## config.mk

```make
export PLATFORM = sky130hd
export DESIGN_NAME = icache_responder_flat
export DESIGN_NICKNAME = d
export VERILOG_FILES = /design/src/rtl/icache_responder_if.sv /design/src/rtl/icache_responder.sv /design/src/flat_wrapper.sv
export SDC_FILE = /design/constraint.sdc
export NUM_CORES = 1
export LEC_CHECK = 0
export CAP_MARGIN = 20
export CORE_UTILIZATION = 60
export DETAILED_ROUTE_END_ITERATION = 10
export PLACE_DENSITY = 0.87
export SLEW_MARGIN = 10
export SYNTH_ARGS = -nofsm -noshare
export SYNTH_HDL_FRONTEND = slang
export SYNTH_SLANG_ARGS = --single-unit
```

## constraint.sdc

```tcl
create_clock -name CLK -period 8.8 [get_ports CLK]
set_clock_uncertainty 0.1 [all_clocks]
set_input_delay 2.64 -clock CLK [delete_from_list [all_inputs] [get_ports CLK]]
set_output_delay 2.64 -clock CLK [all_outputs]
set_load 0.005 [all_outputs]
```

## src/rtl/icache_responder_if.sv

```systemverilog
// ---------------------------------------------------------------------------
// icache_responder_if
//   Bundles the instruction-fetch port (datapath side), the memory-controller
//   read port and the statistics outputs of icache_responder.
//
//   Datapath side : imemREN, imemaddr, iflush  -> cache
//                   ihit, imemload             <- cache
//   Memory side   : iREN, iaddr                <- cache
//                   iload, iwait               -> cache
//   Statistics    : hit_count, miss_count      <- cache (zero unless enabled)
//
//   Modports: slave  = the cache itself
//             master = whatever drives the cache (datapath + memory model)
// ---------------------------------------------------------------------------
interface icache_responder_if;
  logic        imemREN;
  logic [31:0] imemaddr;
  logic        ihit;
  logic [31:0] imemload;
  logic        iflush;
  logic        iREN;
  logic [31:0] iaddr;
  logic [31:0] iload;
  logic        iwait;
  logic [31:0] hit_count;
  logic [31:0] miss_count;

  modport slave (
    input  imemREN, imemaddr, iflush, iload, iwait,
    output ihit, imemload, iREN, iaddr, hit_count, miss_count
  );

  modport master (
    output imemREN, imemaddr, iflush, iload, iwait,
    input  ihit, imemload, iREN, iaddr, hit_count, miss_count
  );
endinterface

```

## src/rtl/icache_responder.sv

```systemverilog
// ---------------------------------------------------------------------------
// icache_responder
//   Direct-mapped, one-word-per-line instruction cache between the fetch
//   stage and the memory controller. Hits answer in the same cycle; a miss
//   latches the word address, requests it from memory (iREN/iaddr) until
//   iwait drops, fills the line and lets the request hit the cycle after.
//
//   Ports:
//     CLK  - clock, rising edge
//     RST  - asynchronous active-high reset
//     bus  - icache_responder_if.slave (fetch port, memory port, counters)
//
//   Parameters:
//     NUM_SETS - number of lines (power of two, >= 2)
//
//   Optional feature (macro ICACHE_STATS_EN):
//     defined   -> saturating hit_count / miss_count counters
//     undefined -> no counter flops, both outputs tied to zero
// ---------------------------------------------------------------------------
module icache_responder #(
  parameter  int NUM_SETS = 16,
  localparam int IDX_W    = $clog2(NUM_SETS)
) (
  input logic           CLK,
  input logic           RST,
  icache_responder_if.slave bus
);
  localparam int TAG_W = 32 - IDX_W - 2;

  typedef enum logic {IDLE, MISS} state_t;

  state_t              state_q;
  logic                iren_q;
  logic [31:0]         miss_addr_q;   // word-aligned; also drives iaddr
  logic [NUM_SETS-1:0] valid_vec;

  // Tag and data use combinational read so a hit is answered the same cycle.
  logic [TAG_W-1:0]    tag_mem  [NUM_SETS];
  logic [31:0]         data_mem [NUM_SETS];

  logic [IDX_W-1:0]    req_idx;
  logic [TAG_W-1:0]    req_tag;
  logic [IDX_W-1:0]    fill_idx;
  logic [TAG_W-1:0]    fill_tag;
  logic                hit;
  logic [31:0]         load_data;
  logic                miss_start;
  logic                fill;
  logic                unused_ok;

  assign req_idx  = bus.imemaddr[IDX_W+1:2];
  assign req_tag  = bus.imemaddr[31:IDX_W+2];
  assign fill_idx = miss_addr_q[IDX_W+1:2];
  assign fill_tag = miss_addr_q[31:IDX_W+2];
  assign unused_ok = &{1'b0, bus.imemaddr[1:0]};

  always_comb begin
    hit        = 1'b0;
    load_data  = 32'h0;
    // A flush in the same cycle suppresses the hit; the request then counts
    // as a miss and is refetched.
    if (state_q == IDLE && bus.imemREN && !bus.iflush &&
        valid_vec[req_idx] && tag_mem[req_idx] == req_tag) begin
      hit       = 1'b1;
      load_data = data_mem[req_idx];
    end
    miss_start = (state_q == IDLE) && bus.imemREN && !hit;
    fill       = (state_q == MISS) && !bus.iwait;
  end

  // Control FSM with registered memory-side outputs.
  always_ff @(posedge CLK or posedge RST) begin
    if (RST) begin
      state_q     <= IDLE;
      iren_q      <= 1'b0;
      miss_addr_q <= 32'h0;
    end else begin
      case (state_q)
        IDLE: begin
          if (miss_start) begin
            miss_addr_q <= {bus.imemaddr[31:2], 2'b00};
            iren_q      <= 1'b1;
            state_q     <= MISS;
          end
        end
        MISS: begin
          // Address/request changes are ignored here; the latched fill
          // always completes and the new request is judged back in IDLE.
          if (!bus.iwait) begin
            iren_q  <= 1'b0;
            state_q <= IDLE;
          end
        end
        default: state_q <= IDLE;
      endcase
    end
  end

  // Per-line valid bits: the fill of a line beats a coincident flush.
  genvar gi;
  generate
    for (gi = 0; gi < NUM_SETS; gi++) begin : g_valid
      logic v_q;
      always_ff @(posedge CLK or posedge RST) begin
        if (RST)                                   v_q <= 1'b0;
        else if (fill && fill_idx == IDX_W'(gi))   v_q <= 1'b1;
        else if (bus.iflush)                       v_q <= 1'b0;
      end
      assign valid_vec[gi] = v_q;
    end
  endgenerate

  // Line storage needs no reset: valid_vec gates every read.
  always_ff @(posedge CLK) begin
    if (fill) begin
      tag_mem[fill_idx]  <= fill_tag;
      data_mem[fill_idx] <= bus.iload;
    end
  end

  assign bus.ihit     = hit;
  assign bus.imemload = load_data;
  assign bus.iREN     = iren_q;
  assign bus.iaddr    = miss_addr_q;

`ifdef ICACHE_STATS_EN
  logic [31:0] hit_cnt_q,  hit_cnt_d;
  logic [31:0] miss_cnt_q, miss_cnt_d;

  always_comb begin
    hit_cnt_d  = hit_cnt_q;
    miss_cnt_d = miss_cnt_q;
    if (hit && hit_cnt_q != 32'hFFFF_FFFF)         hit_cnt_d  = hit_cnt_q + 32'd1;
    if (miss_start && miss_cnt_q != 32'hFFFF_FFFF) miss_cnt_d = miss_cnt_q + 32'd1;
  end

  always_ff @(posedge CLK or posedge RST) begin
    if (RST) begin
      hit_cnt_q  <= 32'h0;
      miss_cnt_q <= 32'h0;
    end else begin
      hit_cnt_q  <= hit_cnt_d;
      miss_cnt_q <= miss_cnt_d;
    end
  end

  assign bus.hit_count  = hit_cnt_q;
  assign bus.miss_count = miss_cnt_q;
`else
  assign bus.hit_count  = 32'h0;
  assign bus.miss_count = 32'h0;
`endif
endmodule

```

## src/flat_wrapper.sv

```systemverilog
// flat-port wrapper written by rule: the top's interface ports become plain ports
module icache_responder_flat 
#(
  parameter  int NUM_SETS = 16,
  localparam int IDX_W    = $clog2(NUM_SETS)
)
  (CLK, RST, bus_imemREN, bus_imemaddr, bus_iflush, bus_iload, bus_iwait, bus_ihit, bus_imemload, bus_iREN, bus_iaddr, bus_hit_count, bus_miss_count);
  icache_responder_if bus_i ();
  input logic CLK;
  input logic RST;
  input wire logic [$bits(bus_i.imemREN)-1:0] bus_imemREN;
  input wire logic [$bits(bus_i.imemaddr)-1:0] bus_imemaddr;
  input wire logic [$bits(bus_i.iflush)-1:0] bus_iflush;
  input wire logic [$bits(bus_i.iload)-1:0] bus_iload;
  input wire logic [$bits(bus_i.iwait)-1:0] bus_iwait;
  output wire logic [$bits(bus_i.ihit)-1:0] bus_ihit;
  output wire logic [$bits(bus_i.imemload)-1:0] bus_imemload;
  output wire logic [$bits(bus_i.iREN)-1:0] bus_iREN;
  output wire logic [$bits(bus_i.iaddr)-1:0] bus_iaddr;
  output wire logic [$bits(bus_i.hit_count)-1:0] bus_hit_count;
  output wire logic [$bits(bus_i.miss_count)-1:0] bus_miss_count;
  assign bus_i.imemREN = bus_imemREN;
  assign bus_i.imemaddr = bus_imemaddr;
  assign bus_i.iflush = bus_iflush;
  assign bus_i.iload = bus_iload;
  assign bus_i.iwait = bus_iwait;
  assign bus_ihit = bus_i.ihit;
  assign bus_imemload = bus_i.imemload;
  assign bus_iREN = bus_i.iREN;
  assign bus_iaddr = bus_i.iaddr;
  assign bus_hit_count = bus_i.hit_count;
  assign bus_miss_count = bus_i.miss_count;
  icache_responder #(.NUM_SETS(NUM_SETS)) u_core (.CLK(CLK), .RST(RST), .bus(bus_i));
endmodule
```

== After elaboration in Yosys (flattened, before gate mapping) ==
Memory sizes are Yosys's and may differ from the RTL's.
Cells that the tools add are included.
Storage, ports and cells
  memories: 2
  word-level logic and storage cells: 114
  register bits: 48
  bits in writable memories: 928
  bits of input ports: 69
Operators by class
  magnitude comparators: 1
  reductions and logical operators: 44
  bitwise operators: 1
  mux-type cells: 29
  equal/unequal tests: 18
Memories
  u_core.data_mem: depth 16, bits a word 32, read ports 1, clocked after memory_dff 0, wr ports 1, RTL line icache_responder.sv:39  | logic [31:0] data_mem [NUM_SETS];
  u_core.tag_mem: depth 16, bits a word 26, read ports 1, clocked after memory_dff 0, wr ports 1, RTL line icache_responder.sv:38  | logic [TAG_W-1:0] tag_mem [NUM_SETS];
Operators by type and width (number)
  $eq A4 B4 Y1 const B: 8
  $mux W32: 1
  $reduce_bool A2 Y1: 16
  $eq A26 B26 Y1: 1
  $mux W1: 25
  $logic_and A1 B1 Y1: 22
  $eq A4 B3 Y1 const B: 4
  $eq A4 B2 Y1 const B: 2
  $lt A4 B5 Y1 const B: 1
  $bmux W1 S4: 1
  $eq A4 B1 Y1 const B: 1
  $logic_not A4 Y1: 1
  $pmux W1 S2: 2
  $reduce_and A2 Y1: 2
  $logic_not A1 Y1: 3
  $ne A2 B1 Y1 const B: 1
  $ne A2 B2 Y1 const B: 1
  $not A1 Y1: 1

== Depth between registers and ports, before layout ==
  word-level depth: 10
  depth in mapped cells: 15

== Worst setup path before layout ==
Ideal clock, no wire load.
  path kind: input-to-output
  start point: in bus_imemaddr[2]
  end point: out bus_imemload[0]
  stages: 10
  path slack: 687 ps
  path buffers: 7
  data arrival time: 5373 ps
  required time: 6060 ps
  path through: buf_6 > buf_6 > buf_6 > buf_6 > buf_4 > buf_2 > buf_1 > mux4_2 > mux4_2 > and2_1
Between the ends
  cells in the longest elaborated chain, start to end: 5
RTL lines
  start: declaration: RTL line flat_wrapper.sv:12  | input wire logic [$bits(bus_i.imemaddr)-1:0] bus_imemaddr;
  branches (longest 4 deep; another with $mem_v2 Z16 W26)
  $mux W32 (*): RTL line icache_responder.sv:62  | if (state_q == IDLE && bus.imemREN && !bus.iflush &&
  end: declaration: RTL line flat_wrapper.sv:17  | output wire logic [$bits(bus_i.imemload)-1:0] bus_imemload;
Every way passes the cells marked *. The select of a mux whose other input is x is not followed.

== Worst setup path in the final report ==
  start point: in bus_imemaddr[2]
  end point: out bus_imemload[5]
The elaborated chain is that of the path after synthesis.

==> metrics.md <==
| Metric | Value |
|---|---|
| Status | finished, violations left |
| Failing checks | negative setup slack |
| Final hold violations | 0 |
| Synth cell types | 70 |
| Vias in the first global route | 22,390 |
| Syn_area_per_cell | 19.81 um^2 |
| Critical path capture point type | primary output |
| Clk root buf | clkbuf_16 |
| CTS buffer count | 94 |
| Worst-path cell with the longest stage delay | mux4_1 |
| Synth cell count leaders | edfxtp_1, mux4_2, nand2_1, mux2i_1, buf_4 |
| Initial antenna violation count | 3 |
| Cell family with most CP delay | buffers and inverters |
| Seq/Total Area, Yosys | 73.01% |
| First-pass iteration count of the detailed router | 7 |
| Worst path required time | 6.06 ns |
| CTS tree | built |
| Pleak | 15.76 nW |
| DR iter-0 viols | 3,641 |
| R2R Setup Slk | 5.14 ns |
| Hold Path Class | register to register |
| Critical path fanouts, max | 8 |
| Global-route wire length before repair | 150.6 mm |
| Tmin final | 8.800 ns |
| Post-synth EDFFs | 928 |
| Area delta synth->final | 16.07% |
| Slew @ Worst Pin | 1.129 ns |
| Starting Density | 60.56% |
| PortBufs | 130 |
| Total congestion overflow | 0 |
| Worst Slack Setup Final | -0.0003046 ns |
| Die Ht | 259.6 um |
| Vias/cell | 7.063 |
| Worst Path Buf+Inv | 6 |
| Mapped cell area | 39,810 um^2 |
| Logic pwr share | 8.2% |
| Final worst-path cycle share | 100.0% |
| Die footprint | 67,390 um^2 |
| Area share of the largest cell type after synthesis | 69.99% |
| P_sw | 2.467 mW |
| Final hold slack | 0.4167 ns |
| Setup_tns | -0.0003046 ns |
| Clock latency on the worst-skew pair | 0.66 ns |
| Setup violation total in the final timing report | 1 |
| Sw Share | 23.32% |
| GRT Overall Usage | 31.53% |
| Worst setup SP type | input pin |
| Flops & latches, synth | 976 |
| Worst reg2reg path depth | 8 |
| Final ANT Viol Nets | 0 |
| Final WL | 110.1 mm |
| Top cells by area, synth | edfxtp_1, mux4_2, dfrtp_1 |
| Hold Crit Depth | 2 |
| Sequential power share | 52.4% |
| HPWL after DPL | 54.93 mm |
| Sink Count | 976 |
| Crit Reg-Reg Startpoint | u_core.tag_mem[15][9] |
| Longest Clk Path Bufs | 3 |
| Largest net degree at the start of global routing | 69 |
| Num rows | 94 |
| Capture point of the worst reg-to-reg path | u_core.bus.iaddr[4] |
| F_max | 0.1136 GHz |
| Internal | 8.114 mW |
| Max Cap Viol | 0 |
| # DRC | 0 |
| Clk pwr share | 39.3% |
| Wire per inst | 34.51 um |
| Cells after synthesis | 2,010 |
| Total number of vias | 22,520 |
| Tot Pwr | 10.58 mW |
| Slew Limit Headroom | 24.57% |
| Design area | 46,210 um^2 |
| Clk slew on worst S/H paths | 0.06 ns |
| Hold EP | u_core.bus.iREN |
| Hold Buf Count CTS | 0 |
| Max Slew Vio Count | 0 |
| Hold Startpoint | u_core.bus.iREN |
| Final GP Congestion | 0.9260 |
| Final nets | 2,321 |
| H-tree levels | 3 |
| Power Density | 229.0 nW/um^2 |
| Setup Crit Path Kind | input pin to primary output |
| Area after DPL | 42,360 um^2 |
| Ports | 199 |
| Worst path cell trace | buf_16 > buf_12 > mux4_1 > mux2i_2 > mux2i_2 > xor2_2 > a2111oi_4 > nand4_1 > nor4_4 > buf_12 > clkbuf_16 > buf_4 > and2_1 > dlygate4sd2_1 |
| Post-layout util | 70.29% |
| Synth Flop Type | edfxtp_1 |
| Critical Path AT | 6.06 ns |
| IR drop worst, VDD | 0.2027 mV |
| Fraction of layout cells with a size suffix above 1 | 25.30% |
| Post-synth top area cell | edfxtp_1 |
| Die Wd | 259.6 um |
| Stages on worst setup path | 14 |
| Async SR Flop Fraction | 4.918% |
| Slowest stage delay, CP | 0.59 ns |
| Core footprint | 65,750 um^2 |
| Most common cell in the netlist | edfxtp_1 |
| Yosys Warn Count | 0 |
## routing by layer
metal / track usage (%) / wire length, um / vias up / share of wire (%)
met3: 6.871 / 13210 / 388 / 12
li1: - / - / 8601 / -
met1: 40.96 / 37010 / 11520 / 34
met2: 51.91 / 54510 / 2015 / 50
met5: 0 / 31 / - / 0.028
met4: 13.59 / 5302 / 4 / 4.8
## what timing repair did
item                       in CTS  in global routing
pin swaps                       4                  6
setup endpoints to repair      33                 29
cloned                          3                  7
hold endpoints to repair        0                  0
setup buffers                   2                 15
resized for setup              38                 48
## stage by stage
step | setup slack, ns | std cells
5_1_grt | -0.02525 | 3188
4_1_cts | -0.006329 | 3165
2_1_floorplan | 0.6869 | 2075
6_report | -0.0003046 | 3189
3_3_place_gp | -0.07884 | 2991
3_5_place_dp | -0.1031 | 2992
## worst min-delay path, stage by stage (launching register included)
cell	delay (ns)
dfrtp_1	0.35
nand2_1	0.05
o21ai_0	0.07
## kinds of logic after synthesis
logic type,after synthesis,share of synthesized area (%)
AOI/OAI and AO/OA,186,3.250
and+or+nand+nor,298,4.098
DFF,976,73.01
other,1,0.009419
buffers and inverters,193,3.055
muxes,334,16.09
xor gates and xnor gates,22,0.4840
## registers in the layout, summed over array words and instances, names as in the netlist
name and count:
u_core.data_mem 512, u_core.tag_mem 416, u_core.bus.iaddr 30, u_core.g_valid.v_q 16, u_core.bus.iREN 1, u_core.state_q 1
## worst max-delay path by stage
stage                          startpoint                to  slack, ns
after floorplan           bus_imemaddr[2]   bus_imemload[0]       0.69
after global placement    bus_imemaddr[2]  bus_imemload[15]      -0.08
after detailed placement  bus_imemaddr[2]  bus_imemload[25]      -0.10
after CTS                 bus_imemaddr[2]  bus_imemload[23]     -0.006
after global routing      bus_imemaddr[2]   bus_imemload[2]      -0.03
final                     bus_imemaddr[2]   bus_imemload[5]    -0.0003
## final cells by class
class,count,area [um^2]
Tap cell,864,1081
Clock buffer,116,2477
Fill cell,3746,19540
Inverter,5,23.77
Multi-Input combinational cell,906,10040
Antenna cell,1,2.502
Timing Repair Buffer,269,2865
Clock inverter,52,656.9
Sequential cell,976,29070
## cells in the final DEF, fill, tap and decap left out, types with 31 or more instances in the layout
master and n:
a31oi_1 32, and2_1 62, buf_4 106, clkbuf_16 103, clkdlybuf4s50_1 98, conb_1 66, dfrtp_1 48, edfxtp_1 928
mux2i_1 72, mux4_2 235, nand2_1 78, nand4_1 32, o211ai_1 31, o21ai_0 36
## power by group through the flow
stage,combinational (mW),clock [mW],sequential (mW)
floorplan,0.478,0,5.56
global placement,0.780,0,5.60
detailed placement,0.813,0,5.63
CTS,0.839,4.15,5.54
global route,0.908,4.35,5.56
finish,0.870,4.16,5.55
(Power assumes the default switching activity.)
